===== config.mk =====
export PLATFORM = sky130hd
export DESIGN_NAME = poly_div_gf2_seq
export DESIGN_NICKNAME = d
export VERILOG_FILES = /design/src/rtl/poly_div_gf2_seq.sv
export SDC_FILE = /design/constraint.sdc
export NUM_CORES = 1
export LEC_CHECK = 0
export ABC_AREA = 1
export BUFFER_PORTS_ARGS = -buffer_cell sky130_fd_sc_hd__clkbuf_2
export CAP_MARGIN = 0
export CORE_UTILIZATION = 52
export DETAILED_ROUTE_END_ITERATION = 10
export MAX_ROUTING_LAYER = met4
export PLACE_DENSITY_LB_ADDON = 0.2
export SYNTH_ARGS = -nofsm -noshare
export SYNTH_HDL_FRONTEND = slang
export SYNTH_SLANG_ARGS = --single-unit

===== constraint.sdc =====
create_clock -name clk -period 1.8 [get_ports clk]
set_input_delay 0.27 -clock clk [delete_from_list [all_inputs] [get_ports clk]]
set_output_delay 0.27 -clock clk [all_outputs]
set_load 0.005 [all_outputs]

===== src/rtl/poly_div_gf2_seq.sv =====
// Bit-serial GF(2) polynomial long divider: A = Q*B xor R, one quotient bit per clock.
// The divisor is first left-justified (NORM), then subtracted (xor) down the dividend (DIV).
module poly_div_gf2_seq #(
  parameter int unsigned DW = 4
) (
  input  logic              clk,
  input  logic              rst_n,
  input  logic              in_valid,
  output logic              in_ready,
  input  logic [2*DW-2:0]   a,
  input  logic [DW-1:0]     b,
  output logic              out_valid,
  input  logic              out_ready,
  output logic [2*DW-2:0]   q,
  output logic [DW-2:0]     r,
  output logic              div_by_zero
);

  localparam int unsigned AW = 2 * DW - 1;
  localparam int unsigned SW = $clog2(AW);
  localparam logic [SW-1:0] TOP = SW'(AW - 1);

  localparam logic [1:0] StIdle = 2'd0;
  localparam logic [1:0] StNorm = 2'd1;
  localparam logic [1:0] StDiv  = 2'd2;
  localparam logic [1:0] StDone = 2'd3;

  logic [1:0]    r_state;
  logic [AW-1:0] r_rem;
  logic [AW-1:0] r_den;
  logic [AW-1:0] r_quo;
  logic [SW-1:0] r_s;
  logic [SW-1:0] r_cnt;
  logic [AW-1:0] r_q;
  logic [DW-2:0] r_r;
  logic          r_dbz;

  logic [SW-1:0] w_p;
  logic          w_qbit;
  logic [AW-1:0] w_rem_nx;
  logic [AW-1:0] w_quo_nx;

  // Bit p of the partial remainder lines up with the current top of the shifted divisor.
  always_comb begin
    w_p      = TOP - (r_s - r_cnt);
    w_qbit   = r_rem[w_p];
    w_rem_nx = w_qbit ? (r_rem ^ r_den) : r_rem;
    w_quo_nx = {r_quo[AW-2:0], w_qbit};
  end

  always_ff @(posedge clk or negedge rst_n) begin
    if (!rst_n) begin
      r_state <= StIdle;
      r_rem   <= '0;
      r_den   <= '0;
      r_quo   <= '0;
      r_s     <= '0;
      r_cnt   <= '0;
      r_q     <= '0;
      r_r     <= '0;
      r_dbz   <= 1'b0;
    end else begin
      case (r_state)
        StIdle: begin
          if (in_valid) begin
            r_rem <= a;
            r_den <= {b, {(DW - 1){1'b0}}};
            r_s   <= SW'(DW - 1);
            if (b == '0) begin
              r_q     <= '0;
              r_r     <= '0;
              r_dbz   <= 1'b1;
              r_state <= StDone;
            end else begin
              r_dbz   <= 1'b0;
              r_state <= StNorm;
            end
          end
        end
        StNorm: begin
          if (r_den[AW-1]) begin
            r_cnt   <= r_s;
            r_quo   <= '0;
            r_state <= StDiv;
          end else begin
            r_den <= r_den << 1;
            r_s   <= r_s + 1'b1;
          end
        end
        StDiv: begin
          r_rem <= w_rem_nx;
          r_den <= r_den >> 1;
          r_quo <= w_quo_nx;
          r_cnt <= r_cnt - 1'b1;
          if (r_cnt == '0) begin
            r_q     <= w_quo_nx;
            r_r     <= w_rem_nx[DW-2:0];
            r_state <= StDone;
          end
        end
        StDone: begin
          if (out_ready) r_state <= StIdle;
        end
        default: r_state <= StIdle;
      endcase
    end
  end

  assign in_ready    = (r_state == StIdle);
  assign out_valid   = (r_state == StDone);
  assign q           = r_q;
  assign r           = r_r;
  assign div_by_zero = r_dbz;

endmodule


Word-level counts from Yosys, hierarchy flattened
Cells that the tools add are included.

word-level totals
  word-level logic and storage cells = 73
  register bits = 39

operators by class
  $add $sub $neg = 4
  muxes and demuxes = 30
  equal/unequal tests = 10
  $lt $le $gt $ge = 1
  reductions and logical operators = 16
  bitwise gates (word level) = 1

operators with widths
  cell                                                                  number
  7-bit two-way mux                                                     7
  7-bit one-hot mux with 2 select lines                                 2
  7-bit one-hot mux with 3 select lines                                 1
  3-bit two-way mux                                                     6
  3-bit one-hot mux with 2 select lines                                 3
  6-bit one-hot mux with 2 select lines                                 1
  2-bit two-way mux                                                     5
  2-bit != test, second input constant                                  5
  3-bit AND reduction                                                   3
  2-bit one-hot mux with 4 select lines                                 1
  2-bit AND reduction                                                   4
  4-bit AND reduction                                                   2
  7-bit bitwise XOR                                                     1
  6-bit two-way mux                                                     1
  2-bit nonzero test                                                    3
  2-bit == test, second input constant                                  2
  4-bit logical NOT                                                     1
  3-bit by 4-bit < comparator with 1-bit output, second input constant  1
  2-bit by 1-bit != test with 1-bit output, second input constant       2
  3-bit by 1-bit adder with 3-bit output, second input constant         1
  1-bit binary-select mux with 3-bit select                             1
  3-bit logical NOT                                                     1
  3-bit nonzero test                                                    1
  3-bit by 1-bit subtractor with 3-bit output, second input constant    1
  5 further kinds                                                       6

Logic depth before layout (Yosys ltp)
  word-level depth = 7
  mapped depth = 15
  mapped depth without buffers = 15

Least setup slack after synthesis
No wires, ideal clock.

  path kind = register to register
  start point = reg r_s[1]
  end point = reg r_rem[3]
  required time = 1.684 ns
  arrival = 1.716 ns
  buffers on the path = 0
  stages on the path, launching flop included = 13
  setup slack = -0.033 ns
  library setup time = 0.116 ns
  path through = dfrtp_1 -> ha_1 -> inv_1 -> ha_1 -> inv_1 -> nand2_1 -> nand2_1 -> nand3_2 -> nand2_4 -> o21ai_4 -> inv_2 -> nand2_1 -> nand2_1

on the way
  word-level cells in the longest chain between the ends = 6

ends and longest elaborated chain
  what                                       line  RTL
  start: declaration                         32    logic [SW-1:0] r_s;
  start signal: assignment                   68    r_s <= SW'(DW - 1);
  start signal: assignment                   87    r_s <= r_s + 1'b1;
  3-bit subtractor (2 in a row)              45    w_p = TOP - (r_s - r_cnt);
  1-bit binary-select mux with 3-bit select  46    w_qbit = r_rem[w_p];
  1-bit two-way mux (implied by the code)    46
  2-bit != test (no source line)             --
  3-bit AND reduction (no source line)       --
  end signal: assignment                     91    r_rem <= w_rem_nx;
  end: declaration                           29    logic [AW-1:0] r_rem;

Every way passes these cells. The select of a mux whose other input is x is not followed.
A chain may end at the register's enable or synchronous reset.

Worst setup path in the final report
  start point = reg r_s[1]
  end point = reg r_rem[4]

Same word-level chain as after synthesis.

==> flow_summary.rst <==
.. list-table::
   :header-rows: 1

   * - Metric
     - Value
   * - Endpoint arrival time on the critical path
     - 2.07 ns
   * - Time the final worst path needs with I/O delays and setup
     - 1.83 ns
   * - Drt first-iter violations
     - 92
   * - Via count of the routed design
     - 2037
   * - Worst Tran Pin Value
     - 0.495 ns
   * - Crit. End Element
     - register
   * - Syn nets
     - 312
   * - Count of unique library cells instantiated by Yosys
     - 32
   * - Overall die width
     - 68.3 um
   * - PortBufs
     - 27
   * - Die Y
     - 68.3 um
   * - Final hold slack
     - 0.258 ns
   * - Slew margin rel.
     - 67.0%
   * - Number of antenna violations at the first check in global routing
     - 0
   * - Hold Violations, Final
     - 0
   * - Maximum fanout encountered on the critical timing path
     - 3
   * - Crit path top cell by count
     - sky130_fd_sc_hd__nand2_4
   * - Top post-synthesis cells by area
     - sky130_fd_sc_hd__dfrtp_1, sky130_fd_sc_hd__nand2_1, sky130_fd_sc_hd__ha_1
   * - Inst Count DP
     - 367
   * - Number of synthesized register bits
     - 39
   * - Antenna Diode Count
     - 0
   * - Effective utilization at floorplan
     - 55.6%
   * - Worst supply voltage drop on vdd
     - 1130 uV
   * - Max Fclk
     - 547 MHz
   * - Final setup viols
     - 6
   * - TritonCTS sink count
     - 39
   * - GRT overflow
     - 0
   * - Share of synthesized registers carrying an async set or reset
     - 100%
   * - End-of-flow core utilization
     - 69.4%
   * - Post-synthesis cell type with the largest combined area
     - sky130_fd_sc_hd__dfrtp_1
   * - Violated checks
     - negative setup slack
   * - Clk slew on worst S/H paths
     - 0.07 ns
   * - Total iterations of the first detailed-routing run
     - 4
   * - Critical path type
     - register to register
   * - Clock latency on the worst-skew pair
     - 0.30 ns
   * - Maximum number of pins on one net before global-route repair
     - 20
   * - Delay-heaviest family, CP
     - simple AND/OR/NAND/NOR gates
   * - Synth warn
     - 0
   * - Result of the run
     - finished with violations
   * - Final standard cell area without fillers
     - 2860 um2
   * - Reported max-cap violation count
     - 0
   * - Routed wire length per instance
     - 13.5 um
   * - Fraction of layout instances using a drive strength above 1
     - 33.6%
   * - Syn avg cell area
     - 8.03 um2
   * - Detailed placer's ending HPWL
     - 3830 um
   * - Layout area overhead
     - 24.8%
   * - Prevailing post-synth register cell
     - sky130_fd_sc_hd__dfrtp_1
   * - Cell count after synthesis
     - 285
   * - Post-synth top area share
     - 42.7%
   * - Post-route non-filler standard cell count
     - 386
   * - Most used cells in the layout excluding fill and tap cells
     - sky130_fd_sc_hd__nand2_1, sky130_fd_sc_hd__dfrtp_1, sky130_fd_sc_hd__clkbuf_2
   * - DRC violation count after routing
     - 0
   * - Delay of the slowest critical-path stage
     - 0.41 ns
   * - Largest clock skew in the final design
     - 0.00809 ns
   * - Data required, critical path
     - 2.04 ns
   * - Cell-by-cell trace of the critical path
     - ha_4, inv_2, ha_4, xnor2_2, nand2_2, nand2_4, nand2_4, nand2_4, buf_4, nand3_1, nand2_1, nand2_2, nand2_1
   * - Cell area after synthesis
     - 2290 um2
   * - Clk buf depth
     - 2
   * - Wire length of the first global-routing pass
     - 8000 um
   * - Number of rows created at floorplan
     - 23
   * - Unrepaired setup endpoints after global routing
     - true
   * - Sequential cell area fraction in the yosys report
     - 42.7%
   * - CTS tree
     - built
   * - Global-route usage over all layers
     - 25.1%
   * - Placeable Area
     - 4120 um2
   * - Ports
     - 28
   * - Number of enable-type register cells in the synthesized netlist
     - 0
   * - Cell leakage power
     - 1.43 nW
   * - DRT antenna net count
     - 0
   * - Most common cell after layout, fill and taps aside
     - sky130_fd_sc_hd__nand2_1
   * - Total power after layout
     - 0.00616 W
   * - Buffer and inverter count on the worst path
     - 2
   * - Minimum setup slack in the final design
     - -0.0269 ns
   * - Period utilisation layout
     - 101%
   * - Via count of the first global-routing pass
     - 1838
   * - DIE AREA
     - 4670 um2
   * - Standard cell area after detailed placement
     - 2560 um2
   * - Detail-routed via count per cell
     - 5.28
   * - Final layout net count
     - 362
   * - Count of H-tree levels built during CTS
     - 2
   * - Total clock buffers created by CTS
     - 5
   * - Power density over cell area
     - 2160 nW/um2
   * - Critical-path top delay cell
     - sky130_fd_sc_hd__dfrtp_1
   * - Final Slew Violations
     - 0
   * - CP Launch Type
     - register
   * - Final WL
     - 5230 um
   * - Cell chosen for the clock root
     - sky130_fd_sc_hd__clkbuf_8
   * - Worst min-delay path class
     - primary input to register
   * - Placer congestion estimate
     - 0.858
## path summary, 6_finish.rpt
check                             endpoint  startpoint  slack, ns  cells after the start
worst max-delay path              r_rem[4]      r_s[1]      -0.03                     13
worst min-delay path              r_den[4]        b[1]       0.26                      3
worst max register to register    r_rem[4]      r_s[1]      -0.03                     13
worst min register to register        q[6]        q[6]       0.49                      2
max in group asynchronous             q[3]       rst_n       0.79                      3
min in group asynchronous       r_state[0]       rst_n       0.46                      2
## registers in the layout, summed over array words and instances (netlist names)
name	cells
r_rem	7
r_cnt	3
r	3
div_by_zero	1
r_den	7
q	7
r_state	2
r_s	3
r_quo	6
## metal layers
layer	global-route usage [%]	part of all wire (%)	wire length [um]
met2	40.6	48	2500
met5	-	0	0
met3	5.17	3.2	166
met1	30.3	47	2460
met4	10.4	1.8	93
## tightest hold or removal path: stages
cell                       delay [ns]
sky130_fd_sc_hd__clkbuf_2        0.09
sky130_fd_sc_hd__o211ai_1        0.09
sky130_fd_sc_hd__o21ai_1         0.07
## layout make-up
cell class,count,area (um2)
multi-input combinational,204,1270
fill,334,1260
sequential,39,976
inverter,35,136
clock buffer,6,72.6
tap,50,62.6
timing repair buffer,49,323
timing repair inverter,1,6.26
clock inverter,2,12.5
## kinds of logic after synthesis
family | synth area share [%]
fa+ha+maj | 6.56
xor+xnor | 3.06
buf+inv | 7.44
flops | 42.7
compound gates | 16.5
simple gates | 23.8
## per-stage QoR
| step | setup slack (ns) | setup TNS, ns |
|---|---|---|
| after floorplan | 0.0266 | 0 |
| after global placement | 0.00757 | 0 |
| after detailed placement | -0.0780 | -0.290 |
| after CTS | -0.0554 | -0.187 |
| after global routing | -0.121 | -1.06 |
| final | -0.0269 | -0.0956 |
## power breakdown
| part | switching (W) | total [W] | internal (W) |
|---|---|---|---|
| combinational | 0.00243 | 0.00420 | 0.00177 |
| sequential | 0.000241 | 0.00138 | 0.00114 |
| clock | 0.000310 | 0.000581 | 0.000270 |
## timing repair
item                                    4_1_cts  5_1_grt
cloned                                        0        1
resized for setup                            11       24
pin swaps                                    10       16
hold endpoints to repair                     17        0
endpoints found under the setup margin        5       22
buffers inserted                              2        7
hold buffers                                  1        0
## synth_stat cells (2+ instances only)
cell                       number
sky130_fd_sc_hd__nand2_2        4
sky130_fd_sc_hd__a211oi_2       2
sky130_fd_sc_hd__nor2_1         7
sky130_fd_sc_hd__nand2_4        4
sky130_fd_sc_hd__o21ai_1       17
sky130_fd_sc_hd__o21ai_2        3
sky130_fd_sc_hd__o22ai_1        5
sky130_fd_sc_hd__inv_2          9
sky130_fd_sc_hd__ha_1          12
sky130_fd_sc_hd__nor2_2         3
sky130_fd_sc_hd__o21ai_0       17
sky130_fd_sc_hd__nand2_1       85
sky130_fd_sc_hd__inv_1         25
sky130_fd_sc_hd__a21oi_1        7
sky130_fd_sc_hd__buf_2          2
sky130_fd_sc_hd__o211ai_1       3
sky130_fd_sc_hd__xor2_1         7
sky130_fd_sc_hd__nand3_1       18
sky130_fd_sc_hd__clkbuf_1       3
sky130_fd_sc_hd__a221oi_1       2
sky130_fd_sc_hd__dfrtp_1       39
No activity file was read; power rests on OpenSTA's default activity.
